<file path="config.mk">
export PLATFORM = sky130hd
export DESIGN_NAME = dense_layer_seq
export DESIGN_NICKNAME = d
export VERILOG_FILES = /design/src/rtl/dense_layer_seq.sv
export SDC_FILE = /design/constraint.sdc
export NUM_CORES = 1
export LEC_CHECK = 0
export CAP_MARGIN = 20
export CORE_AREA = 2 2 242 244
export DETAILED_ROUTE_END_ITERATION = 10
export DIE_AREA = 0 0 244 246
export GPL_ROUTABILITY_DRIVEN = 0
export GPL_TIMING_DRIVEN = 0
export PLACE_DENSITY = 0.59
export RECOVER_POWER = 100
export SYNTH_ARGS = -nofsm -noshare
export SYNTH_HDL_FRONTEND = slang
export SYNTH_SLANG_ARGS = --single-unit
</file>
<file path="constraint.sdc">
create_clock -name clk -period 53.2 [get_ports clk]
set_input_delay 15.96 -clock clk [delete_from_list [all_inputs] [get_ports clk]]
set_output_delay 15.96 -clock clk [all_outputs]
set_load 0.02 [all_outputs]
</file>
<file path="src/rtl/dense_layer_seq.sv">
// Sequencer for one fully-connected layer: fetches each weight row and bias, drives the
// dot-product PE through its start/done handshake, then applies ReLU and a saturating requantize.
module dense_layer_seq #(
    parameter int VECTOR_LENGTH = 16,
    parameter int NUM_NEURONS   = 8,
    parameter int W             = 8,
    parameter int ACC_WIDTH     = W + 7,
    parameter int SHIFT         = 4,
    parameter int ADDR_W        = 3
) (
    input  logic                           clk,
    input  logic                           reset,
    input  logic                           layer_start,
    input  logic [W*VECTOR_LENGTH-1:0]     in_vector_flat,
    output logic [ADDR_W-1:0]              w_rd_addr,
    input  logic [W*VECTOR_LENGTH-1:0]     w_rd_data,
    input  logic [W-1:0]                   b_rd_data,
    output logic                           pe_start,
    output logic [W*VECTOR_LENGTH-1:0]     pe_in_vector_flat,
    output logic [W*VECTOR_LENGTH-1:0]     pe_weight_row_flat,
    output logic [W-1:0]                   pe_bias,
    input  logic [ACC_WIDTH-1:0]           pe_result,
    input  logic                           pe_done,
    output logic [W*NUM_NEURONS-1:0]       out_vector_flat,
    output logic                           out_valid,
    output logic                           busy
);

    typedef enum logic [2:0] {
        ST_IDLE   = 3'd0,
        ST_FETCH  = 3'd1,
        ST_LAUNCH = 3'd2,
        ST_WAIT   = 3'd3,
        ST_STORE  = 3'd4
    } state_t;

    localparam logic signed [ACC_WIDTH-1:0] QMAX_ACC = ACC_WIDTH'(2 ** (W - 1) - 1);
    localparam logic [W-1:0]                QMAX     = {1'b0, {(W-1){1'b1}}};
    localparam logic [ADDR_W-1:0]           LAST_IDX = ADDR_W'(NUM_NEURONS - 1);

    state_t                          state_r;
    logic [ADDR_W-1:0]               idx_r;
    logic [W*VECTOR_LENGTH-1:0]      in_latch_r;
    logic signed [ACC_WIDTH-1:0]     result_r;
    logic [ADDR_W-1:0]               w_rd_addr_r;
    logic                            pe_start_r;
    logic [W*VECTOR_LENGTH-1:0]      pe_in_r;
    logic [W*VECTOR_LENGTH-1:0]      pe_weight_r;
    logic [W-1:0]                    pe_bias_r;
    logic [W*NUM_NEURONS-1:0]        out_vector_r;
    logic                            out_valid_r;
    logic                            busy_r;
    logic [W-1:0]                    q_s;

    // ReLU, arithmetic shift, then clamp into the positive range of a W-bit signed value.
    function automatic logic [W-1:0] requant(input logic signed [ACC_WIDTH-1:0] r);
        logic signed [ACC_WIDTH-1:0] t;
        t = r >>> SHIFT;
        if (r[ACC_WIDTH-1]) begin
            requant = '0;
        end else if (t > QMAX_ACC) begin
            requant = QMAX;
        end else begin
            requant = t[W-1:0];
        end
    endfunction

    // Requantized value of the captured PE result, written into the output slot in STORE.
    always_comb begin
        q_s = '0;
        q_s = requant(result_r);
    end

    // Layer FSM; every output is a register updated alongside the state transition.
    always_ff @(posedge clk or posedge reset) begin
        if (reset) begin
            state_r      <= ST_IDLE;
            idx_r        <= '0;
            in_latch_r   <= '0;
            result_r     <= '0;
            w_rd_addr_r  <= '0;
            pe_start_r   <= 1'b0;
            pe_in_r      <= '0;
            pe_weight_r  <= '0;
            pe_bias_r    <= '0;
            out_vector_r <= '0;
            out_valid_r  <= 1'b0;
            busy_r       <= 1'b0;
        end else begin
            case (state_r)
                ST_IDLE: begin
                    if (layer_start) begin
                        in_latch_r  <= in_vector_flat;
                        idx_r       <= '0;
                        w_rd_addr_r <= '0;
                        out_valid_r <= 1'b0;
                        busy_r      <= 1'b1;
                        state_r     <= ST_FETCH;
                    end else begin
                        state_r     <= ST_IDLE;
                    end
                end
                ST_FETCH: begin
                    // Start is raised on entry to LAUNCH so it is high for exactly that cycle.
                    pe_start_r <= 1'b1;
                    state_r    <= ST_LAUNCH;
                end
                ST_LAUNCH: begin
                    pe_start_r  <= 1'b0;
                    pe_weight_r <= w_rd_data;
                    pe_bias_r   <= b_rd_data;
                    pe_in_r     <= in_latch_r;
                    state_r     <= ST_WAIT;
                end
                ST_WAIT: begin
                    if (pe_done) begin
                        result_r <= pe_result;
                        state_r  <= ST_STORE;
                    end else begin
                        state_r  <= ST_WAIT;
                    end
                end
                ST_STORE: begin
                    for (int n = 0; n < NUM_NEURONS; n++) begin
                        if (idx_r == ADDR_W'(n)) begin
                            out_vector_r[n*W +: W] <= q_s;
                        end
                    end
                    if (idx_r == LAST_IDX) begin
                        out_valid_r <= 1'b1;
                        busy_r      <= 1'b0;
                        state_r     <= ST_IDLE;
                    end else begin
                        idx_r       <= idx_r + ADDR_W'(1);
                        w_rd_addr_r <= idx_r + ADDR_W'(1);
                        state_r     <= ST_FETCH;
                    end
                end
                default: begin
                    pe_start_r <= 1'b0;
                    busy_r     <= 1'b0;
                    state_r    <= ST_IDLE;
                end
            endcase
        end
    end

    assign w_rd_addr          = w_rd_addr_r;
    assign pe_start           = pe_start_r;
    assign pe_in_vector_flat  = pe_in_r;
    assign pe_weight_row_flat = pe_weight_r;
    assign pe_bias            = pe_bias_r;
    assign out_vector_flat    = out_vector_r;
    assign out_valid          = out_valid_r;
    assign busy               = busy_r;

endmodule

</file>
-- After elaboration in Yosys (flattened, before gate mapping)
Cells that the tools add are included.
- reductions and logical operators: 18
- mux-type cells: 16
- div/mod/pow operators: 0
- add/subtract/negate cells: 1
- equality and inequality tests: 14
- multipliers: 0
- shift operators: 0
- order comparisons: 1
- bitwise gates (word level): 1
- operators by type and width (cell ; number):
    AND reduction 2 bit ; 10
    two-way mux 8 bit ; 2
    == test 3 bit, second input constant ; 5
    case mux 3 bit (5 select lines) ; 1
    == test 3 x 2 -> 1 bit, second input constant ; 4
    > comparator 11 x 8 -> 1 bit, second input constant ; 1
    two-way mux 3 bit ; 3
    AND reduction 3 bit ; 3
    == test 3 x 1 -> 1 bit, second input constant ; 2
    zero test 3 bit ; 2
    two-way mux 1 bit ; 6
    != test 2 bit, second input constant ; 3
    case mux 3 bit (2 select lines) ; 1
    OR reduction 3 bit ; 2
    case mux 1 bit (2 select lines) ; 2
    adder 3 x 1 -> 3 bit, second input constant ; 1
    case mux 1 bit (3 select lines) ; 1
    nonzero test 2 bit ; 1
    inverter 1 bit ; 1
- memories: 0
- output and inout port bits: 334
- logic and storage cells: 69
- memory bits (writable): 0
- latch bits: 0
- register bits: 480
- ROM bits: 0
- bits of input ports: 283

-- Depth between registers and ports, before layout
Gate-level depths: netlist (run 1).
- depth after elaboration: 4
- gate-level depth with buffers: 6
- depth with buffers taken out: 5

-- Worst setup path after synthesis (run 1)
OpenSTA, ideal clock, no wires.
- path kind: input-to-reg
- start: input port layer_start
- end: register in_latch_r[10]
- setup slack: 36.222 ns
- data arrival time: 16.854 ns
- path buffers: 2
- required time: 53.075 ns
- library setup time: 0.125 ns
- stages on the path: 4
- cell sequence: nor4b_4 > buf_4 > buf_4 > mux2_2
- word-level cells in the longest chain between the ends: 1
- ends and longest elaborated chain (what ; line ; text):
    start: declaration ; 13 ; input logic layer_start,
    AND reduction 2 bit (no source line) ; -- ;
    end signal: assignment ; 93 ; in_latch_r <= in_vector_flat;
    end: declaration ; 43 ; logic [W*VECTOR_LENGTH-1:0] in_latch_r;
No other way between the ends.
A chain may end at the register's enable or synchronous reset.

==> flow_summary_export.csv, run 1 <==
group,metric,value,unit
clocking,cts_max_level,2,
floorplanning,dieArea,0.06002,mm^2
clocking,holdBufCountCts,0,
synthesis,synth_compound_area_frac,0.006015,
outcome,status,"finished, violations left",
synthesis,synth.distinct_cells,28,
job,maxCapViolations,5,
routing,vias_per_cell,4.500,
routing,routedWlPerCell,20.76,um
setup_path,critical_path_class,"input pin to asynchronous set/reset pin",
sta,fin_crit,28.06,ns
sta,final-setup-viol-count,0,
floorplanning,die_y,246,um
grt,overflow,0,
min_path,hp-class,"register to register",
setup_path,crit_top_cell,"clkbuf_1",
setup_path,cp_top_family,"buffers and inverters",
synthesis,synthCells,1057,
sta,slew_violations,485,
clocking,clock-root-buffer,"clkbuf_16",
clocking,cts_resized,0,
outcome,violations,"max-capacitance violations, max-slew violations",
power_and_ir_drop,ir_worst_vdd,35.24,uV
setup_path,end_kind,"asynchronous set/reset pin",
synthesis,synthMuxAreaShare,0.2895,
setup_path,crit_start,"reset",
min_path,hp-start,"out_vector_flat[63]$_DFFE_PP0P_",
power_and_ir_drop,powerDensity,65.18,mW/mm^2
clocking,clock_sinks,476,
power_and_ir_drop,power.leakage,0.01162,uW
setup_path,crit_fanout,132,
floorplanning,ios,617,
sta,worst_pin_slew,6.700,ns
synthesis,ys_seq_elements,476,
clocking,clk_pin_slew,0.05,ns
setup_path,crit_chain,"dlygate4sd3_1 -> clkinvlp_2 -> clkbuf_1 -> clkbuf_1",
placed_design,io_buffers,612,
clocking,postCtsSetupBuffers,0,
placed_design,hpwl,40320,um
floorplanning,rows,88,
setup_path,r2r_start,"state_r[0]$_DFF_PP0_",
routing,totalWireLength,52840,um
clocking,clockBufferDepth,3,
layout,n_fill_cell,5171,
synthesis,synth_area_leader_cell,"dfrtp_1",
floorplanning,start_util,0.3118,
synthesis,syn_area,0.01789,mm^2
setup_path,worst-path-buf-inv,4,
synthesis,synth-main-ff-cell,"dfrtp_1",
synthesis,synth_simple_gate_area_frac,0.01364,
setup_path,required,52.24,ns
grt,grt_max_degree,133,
grt,grt_pass1_wl,78430,um
synthesis,synth.top_cell.area_share,0.6659,
layout,syn2layout_area_growth,49.52,%
sta,relSlewSlack,-3.467,
routing,drc_errors,0,
floorplanning,core,0.05737,mm^2
sta,rsz0062_at_grt,"no",
synthesis,synthAdderAreaFrac,0.004197,
synthesis,syn_nets,1346,
grt,grt_pass1_vias,12370,
layout,final_layout_size_suffix_gt1_frac,0.3192,
synthesis,synth_area_leaders,"dfrtp_1, mux2_2, buf_4",
setup_path,critPathSlowestCell,"clkbuf_1",
clocking,clock_latency,0.60,ns
synthesis,synth_top_family_by_area,"multiplexers",
setup_path,max_stage_delay,4.92,ns
clocking,numCtsBuffers,54,
floorplanning,die_w,244,um
synthesis,synth_xor_area_frac,0,
routing,ant_nets,0,
layout,fin_nets,2018,
grt,grt.total_usage,0.1728,
sta,setup_ws,25.14,ns
synthesis,ys_async_sr_fraction,1.000,
synthesis,postSynthAreaPerCell,16.92,um^2
sta,fin_crit_sh,0.5274,
setup_path,critPathLaunchType,"input pin",
clocking,cts_tree,"built",
sta,finClkSkew,0.02102,ns
placed_design,pre_cts_slack,35.13,ns
layout,multiInputGateArea,0.005568,mm^2
sta,setup_tns,0,ns
routing,routed-via-count,11460,
layout,final-seq-area,0.01191,mm^2
grt,antenna_found_initial,28,
sta,final_hold_viol_count,0,
synthesis,synth_edf_count,0,
routing,drtPass1Iterations,4,
synthesis,ys_seq_area_frac,0.6659,
synthesis,ys_warn_count,0,
sta,max_freq,35.64,MHz
setup_path,cp.arrival,27.09,ns
routing,drt_iter0_markers,279,
[registers in the layout, indices dropped and copies added (netlist names)]
name / cells
out_valid: 1
pe_weight_row_flat: 128
out_vector_flat: 64
w_rd_addr: 3
in_latch_r: 128
busy: 1
pe_start: 1
result_r: 11
pe_bias: 8
state_r: 3
pe_in_vector_flat: 128
[cells by family after synthesis]
kind of cell	Yosys count
buf+inv	58
flops	476
simple gates	39
mux	460
compound gates	18
fa+ha+maj	6
[synth_stat cells (2+ instances only)]
| cell | number |
|---|---|
| nand2b_1 | 2 |
| ha_1 | 6 |
| inv_1 | 7 |
| nor2b_1 | 2 |
| dfrtp_1 | 476 |
| nor2_1 | 10 |
| buf_4 | 38 |
| nor3_1 | 2 |
| buf_1 | 2 |
| buf_2 | 9 |
| o21ai_0 | 4 |
| a21oi_1 | 10 |
| clkbuf_1 | 2 |
| a32o_1 | 2 |
| nand3_1 | 2 |
| and2_1 | 7 |
| o2bb2ai_1 | 2 |
| nand2_1 | 6 |
| mux2_2 | 459 |
[layout make-up]
class | count | share of cell area
antenna | 11 | 0.001029
buffer | 51 | 0.009028
clock buffer | 72 | 0.05759
tap | 765 | 0.03579
clock inverter | 25 | 0.01244
timing repair buffer | 616 | 0.2296
multi-input combinational | 523 | 0.2082
sequential | 476 | 0.4453
inverter | 7 | 0.001029
[routing by layer]
layer,GRT usage,part of all wire,vias to the layer above
met5,0,0.0014,-
met4,0.05147,0.026,12
li1,-,-,5102
met2,0.3023,0.51,409
met3,0.07200,0.094,104
met1,0.1914,0.37,5829
[placed cells by master (no fill, tap or decap), types with 2 or more instances in the layout]
master	n
clkdlybuf4s50_1	139
mux2_2	459
nand2_1	6
o21ai_0	4
diode_2	11
buf_1	2
inv_1	6
clkbuf_1	46
nor2b_1	2
bufinv_16	7
clkbuf_8	10
nor2_1	10
and2_0	4
a32o_1	2
and2_1	3
nand2b_1	2
buf_4	13
clkinv_2	13
clkbuf_16	55
ha_1	6
a21oi_1	10
nand3_1	3
nor3_1	2
dfrtp_1	476
inv_6	2
dlygate4sd3_1	473
clkinv_8	2
o2bb2ai_1	2
nor4b_1	2
[path summary, 6_finish.rpt]
check	endpoint	slack (ns)	cells after the start
worst min-delay path	out_vector_flat[63]$_DFFE_PP0P_	0.48	1
max in group clk	in_latch_r[1]$_DFFE_PP0N_	34.30	5
min in group asynchronous	pe_weight_row_flat[106]$_DFFE_PP0N_	16.48	2
worst min register to register	out_vector_flat[63]$_DFFE_PP0P_	0.48	1
worst max-delay path	pe_in_vector_flat[15]$_DFFE_PP0N_	25.14	4
worst max register to register	in_latch_r[1]$_DFFE_PP0N_	49.70	5
[power breakdown]
part / total, uW / leakage [uW] / switching [uW] / internal [uW]
Combinational: 741 / 0.00491 / 368 / 374
Sequential: 616 / 0.00578 / 79.3 / 536
Clock: 386 / 0.000931 / 149 / 237
[through the flow]
stage / total power, uW / area (um^2) / hold WS, ns / instances / utilization
floorplan: 1064 / 17890 / 0.4749 / 1057 / -
global placement: 1418 / 24970 / 0.4702 / 2434 / 0.4353
detailed placement: 1436 / 25090 / 0.4751 / 2438 / 0.4374
CTS: 1833 / 26960 / 0.4912 / 2535 / 0.4700
global route: 1845 / 26730 / 0.4969 / 2541 / 0.4660
finish: 1743 / 26750 / 0.4783 / 2546 / 0.4663
No activity file was read; power rests on OpenSTA's default activity.
==> run 2, diff against run 1 <==
==> constraint.sdc (replaced) <==
create_clock -name clk -period 27.9 [get_ports clk]
set_input_delay 8.37 -clock clk [delete_from_list [all_inputs] [get_ports clk]]
set_output_delay 8.37 -clock clk [all_outputs]
set_load 0.02 [all_outputs]
==> flow_summary_export.csv, run 2 (same netlist as run 1, synthesis figures left out) <==
group,metric,value,unit
sta,fin_crit_sh,0.5437,
power_and_ir_drop,power.leakage,0.01164,uW
sta,final_hold_viol_count,0,
setup_path,crit_start,"reset",
grt,use_met1,0.1914,
grt,antenna_found_initial,28,
routing,totalWireLength,52850,um
clocking,cts_max_level,2,
sta,finClkSkew,0.02068,ns
grt,grt_pass1_wl,78430,um
setup_path,cp_top_family,"buffers and inverters",
layout,final_cell_mix,"dfrtp_1, dlygate4sd3_1, mux2_2",
clocking,clockBufferDepth,3,
outcome,violations,"max-capacitance violations, max-slew violations",
grt,grt_pass1_vias,12370,
placed_design,hpwl,40320,um
clocking,clk_pin_slew,0.06,ns
layout,n_fill_cell,5163,
setup_path,worst-path-buf-inv,3,
setup_path,critPathSlowestCell,"clkbuf_1",
setup_path,crit_fanout,108,
clocking,holdBufCountCts,0,
floorplanning,die_w,244,um
layout,final-seq-area,0.01191,mm^2
placed_design,io_buffers,612,
setup_path,max_stage_delay,4.09,ns
floorplanning,dieArea,0.06002,mm^2
setup_path,critical_path_class,"input pin to asynchronous set/reset pin",
clocking,clock_latency,0.59,ns
floorplanning,start_util,0.3118,
setup_path,r2r_start,"state_r[0]$_DFF_PP0_",
clocking,clock-root-buffer,"clkbuf_16",
layout,syn2layout_area_growth,49.81,%
sta,final-setup-viol-count,0,
routing,vias_per_cell,4.487,
layout,final_area,0.02680,mm^2
sta,rsz0062_at_grt,"no",
layout,multiInputGateArea,0.005568,mm^2
floorplanning,core,0.05737,mm^2
sta,holdWs,0.4790,ns
sta,slew_violations,258,
sta,max_freq,65.92,MHz
placed_design,place_area,0.02509,mm^2
routing,drc_errors,0,
routing,drtPass1Iterations,4,
setup_path,required,27.21,ns
floorplanning,die_y,246,um
floorplanning,ios,617,
clocking,cts_resized,0,
routing,ant_nets,0,
min_path,hp-class,"register to register",
grt,grt.total_usage,0.1728,
layout,final_layout_size_suffix_gt1_frac,0.3203,
routing,drt_iter0_markers,325,
grt,grt_max_degree,133,
grt,grt_use_met2,0.3023,
sta,fin_crit,15.17,ns
grt,overflow,0,
setup_path,end_kind,"asynchronous set/reset pin",
sta,setup_tns,0,ns
min_path,hp-start,"out_vector_flat[63]$_DFFE_PP0P_",
routing,routedWlPerCell,20.74,um
sta,worst_pin_slew,5.758,ns
clocking,postCtsSetupBuffers,0,
grt,grt.busiest_layer,"met2",
layout,fin_nets,2018,
setup_path,critPathLaunchType,"input pin",
grt,globalRouteMet3Util,0.07200,
job,maxCapViolations,3,
power_and_ir_drop,ir_worst_vdd,67.08,uV
clocking,clock_sinks,476,
power_and_ir_drop,powerDensity,124.0,mW/mm^2
clocking,cts_tree,"built",
setup_path,cp.arrival,14.48,ns
setup_path,crit_chain,"dlygate4sd3_1 -> clkinvlp_2 -> clkbuf_1",
floorplanning,rows,88,
clocking,numCtsBuffers,54,
sta,relSlewSlack,-2.839,
layout,final_common_cell,"dfrtp_1",
routing,routed-via-count,11430,
outcome,status,"finished, violations left",
[run 2: routing by layer]
| layer | part of all wire | vias to the layer above |
|---|---|---|
| li1 | - | 5101 |
| met1 | 0.37 | 5823 |
| met2 | 0.51 | 399 |
| met3 | 0.095 | 98 |
| met4 | 0.025 | 12 |
| met5 | 0.0015 | - |
[run 2: cell type report]
| cell class | instances | area share |
|---|---|---|
| flip-flops and latches | 476 | 0.4445 |
| inverters | 7 | 0.001027 |
| clock buffers | 72 | 0.05747 |
| clock inverters | 25 | 0.01242 |
| multi-input cells | 523 | 0.2078 |
| well taps | 765 | 0.03572 |
| diodes | 13 | 0.001214 |
| repair buffers | 616 | 0.2309 |
| plain buffers | 51 | 0.009011 |
[run 2: worst paths after layout]
path,endpoint,slack (ns),cells past startpoint
worst max-delay path,pe_in_vector_flat[78]$_DFFE_PP0N_,12.73,3
worst min-delay path,out_vector_flat[63]$_DFFE_PP0P_,0.48,1
worst max register to register,in_latch_r[1]$_DFFE_PP0N_,24.40,5
worst min register to register,out_vector_flat[63]$_DFFE_PP0P_,0.48,1
max in group clk,in_latch_r[1]$_DFFE_PP0N_,16.59,5
min in group asynchronous,pe_weight_row_flat[106]$_DFFE_PP0N_,8.89,2
[run 2: worst reg2reg max path, stage by stage (launching register included)]
cell and delay [ns]:
dfrtp_1 0.35, clkbuf_1 0.21, nor4b_1 0.98, clkbuf_1 0.55
clkbuf_1 0.83, mux2_2 0.44
[run 2: report_power, final]
part	total, uW	internal (uW)	switching, uW
clock network	736	452	284
registers	1170	1020	151
logic	1420	714	701
total	3320	2190	1140
[run 2: per-stage QoR]
stage               utilization  power [uW]  cells  worst slack, ns
finish                   0.4672        3324   2548            12.73
global route             0.4669        3519   2541            11.25
CTS                      0.4700        3495   2535            17.77
detailed placement       0.4374        2738   2438            17.42
global placement         0.4353        2704   2434           0.7352
floorplan                     -        2030   1057            6.251
==> run 3, diff against run 2 <==
--- a/config.mk
+++ b/config.mk
@@ -11,7 +11,7 @@
 export DIE_AREA = 0 0 244 246
 export GPL_ROUTABILITY_DRIVEN = 0
 export GPL_TIMING_DRIVEN = 0
-export PLACE_DENSITY = 0.59
+export PLACE_DENSITY = 0.61
 export RECOVER_POWER = 100
 export SYNTH_ARGS = -nofsm -noshare
 export SYNTH_HDL_FRONTEND = slang
==> constraint.sdc (replaced) <==
create_clock -name clk -period 12.4 [get_ports clk]
set_input_delay 3.72 -clock clk [delete_from_list [all_inputs] [get_ports clk]]
set_output_delay 3.72 -clock clk [all_outputs]
set_load 0.02 [all_outputs]
==> flow_summary_export.csv, run 3 (same netlist as run 1, synthesis figures left out) <==
group,metric,value,unit
outcome,status,"finished, violations left",
outcome,violations,"max-capacitance violations, max-slew violations",
sta,relSlewSlack,-0.4645,
routing,vias_per_cell,4.502,
setup_path,critPathLaunchType,"input pin",
routing,drc_errors,0,
setup_path,critical_path_class,"input pin to asynchronous set/reset pin",
layout,final_common_cell,"dfrtp_1",
power_and_ir_drop,power.leakage,0.01160,uW
floorplanning,die_w,244,um
floorplanning,dieArea,0.06002,mm^2
setup_path,rr_worst_depth,5,
grt,grt_max_degree,44,
floorplanning,rows,88,
sta,fin_crit_sh,0.6447,
clocking,clockBufferDepth,3,
setup_path,crit_end,"pe_weight_row_flat[80]$_DFFE_PP0N_",
floorplanning,start_util,0.3118,
floorplanning,die_y,246,um
clocking,cts_tree,"built",
clocking,cts_max_level,2,
setup_path,required,13.16,ns
sta,holdWs,0.4852,ns
clocking,clk_pin_slew,0.05,ns
routing,drtPass1Iterations,4,
clocking,clock_latency,0.58,ns
sta,max_freq,125.1,MHz
power_and_ir_drop,ir_worst_vdd,148.2,uV
routing,totalWireLength,52990,um
job,maxCapViolations,4,
setup_path,end_kind,"asynchronous set/reset pin",
layout,fin_nets,2026,
setup_path,reg2reg_slack,8.75,ns
clocking,postCtsSetupBuffers,0,
clocking,numCtsBuffers,53,
floorplanning,core,0.05737,mm^2
sta,finClkSkew,0.01553,ns
sta,final-setup-viol-count,0,
routing,drt_iter0_markers,327,
setup_path,crit_fanout,38,
routing,routedWlPerCell,20.87,um
clocking,clock-root-buffer,"clkbuf_16",
setup_path,crit_start,"reset",
grt,grt.total_usage,0.1731,
sta,final_hold_viol_count,0,
routing,routed-via-count,11430,
grt,grt_pass1_wl,78420,um
power_and_ir_drop,powerDensity,275.6,mW/mm^2
layout,syn2layout_area_growth,49.25,%
min_path,hp-class,"register to register",
placed_design,io_buffers,612,
layout,final_layout_size_suffix_gt1_frac,0.3149,
layout,final_cell_mix,"dfrtp_1, dlygate4sd3_1, mux2_2",
grt,overflow,0,
sta,worst_pin_slew,2.197,ns
grt,grt_pass1_vias,12190,
clocking,cts_resized,0,
sta,setup_tns,0,ns
setup_path,r2r-end,"in_latch_r[122]$_DFFE_PP0N_",
sta,slew_violations,131,
placed_design,hpwl,41280,um
layout,utilization,0.4654,
layout,n_fill_cell,5082,
floorplanning,ios,617,
setup_path,cp.arrival,8.75,ns
grt,antenna_found_initial,18,
clocking,holdBufCountCts,0,
sta,fin_crit,7.994,ns
clocking,clock_sinks,476,
setup_path,r2r_start,"state_r[1]$_DFF_PP0_",
routing,ant_nets,0,
sta,rsz0062_at_grt,"no",
## run 3: changes by cell type in the layout (fill, tap and decap cells not counted), moves of 3 or more
cell       delta
clkbuf_1     +11
diode_2      -11
clkinv_2     -10
buf_12        +9
bufinv_16     -5
clkbuf_8      +3
## run 3: metrics by stage
stage | worst slack, ns | cells | area (um^2) | total power [uW]
after floorplan | 2.231 | 1057 | 17890 | 4568
after global placement | -0.8642 | 2434 | 24980 | 6088
after detailed placement | 6.433 | 2447 | 25240 | 6177
after CTS | 6.873 | 2537 | 26900 | 7734
after global routing | 3.556 | 2538 | 26700 | 7782
final | 4.406 | 2539 | 26700 | 7357
## run 3: final cells by class
class,count,area [um^2],share of cell area
Clock buffer,82,1565,0.05863
Antenna cell,2,5.005,0.0001875
Tap cell,765,957.2,0.03585
Buffer,51,241.5,0.009045
Sequential cell,476,11910,0.4462
Timing Repair Buffer,625,6321,0.2368
Clock inverter,8,101.3,0.003796
Multi-Input combinational cell,523,5568,0.2085
Inverter,7,27.53,0.001031
## run 3: worst max-delay path: stages
cell,delay (ns)
dlygate4sd3_1,0.54
clkinvlp_2,0.84
clkbuf_1,1.46
buf_12,0.33
clkbuf_1,1.23
buf_12,0.30
buf_12,0.25
## run 3: how the worst min path moves through the flow
stage	start	cells after the start	endpoint	slack, ns
floorplan	in_latch_r[10]$_DFFE_PP0N_	1	in_latch_r[10]$_DFFE_PP0N_	0.47
global placement	out_vector_flat[15]$_DFFE_PP0P_	1	out_vector_flat[15]$_DFFE_PP0P_	0.47
finish	out_vector_flat[31]$_DFFE_PP0P_	1	out_vector_flat[31]$_DFFE_PP0P_	0.49
CTS	out_vector_flat[31]$_DFFE_PP0P_	1	out_vector_flat[31]$_DFFE_PP0P_	0.49
detailed placement	out_vector_flat[55]$_DFFE_PP0P_	1	out_vector_flat[55]$_DFFE_PP0P_	0.48
global route	out_vector_flat[23]$_DFFE_PP0P_	1	out_vector_flat[23]$_DFFE_PP0P_	0.50
## run 3: per-layer routing
metal  vias up  track usage  wire [um]
met4        10      0.03766        993
met2       406       0.3017      26850
met1      5800       0.1945      19760
li1       5127            -          -
met5         -            0         57
met3        88      0.07789       5332
## run 3: where the power goes
| part | leakage, uW | switching (uW) | internal (uW) |
|---|---|---|---|
| Clock | 0.000819 | 615 | 901 |
| Combinational | 0.00500 | 1580 | 1610 |
| Sequential | 0.00578 | 348 | 2300 |
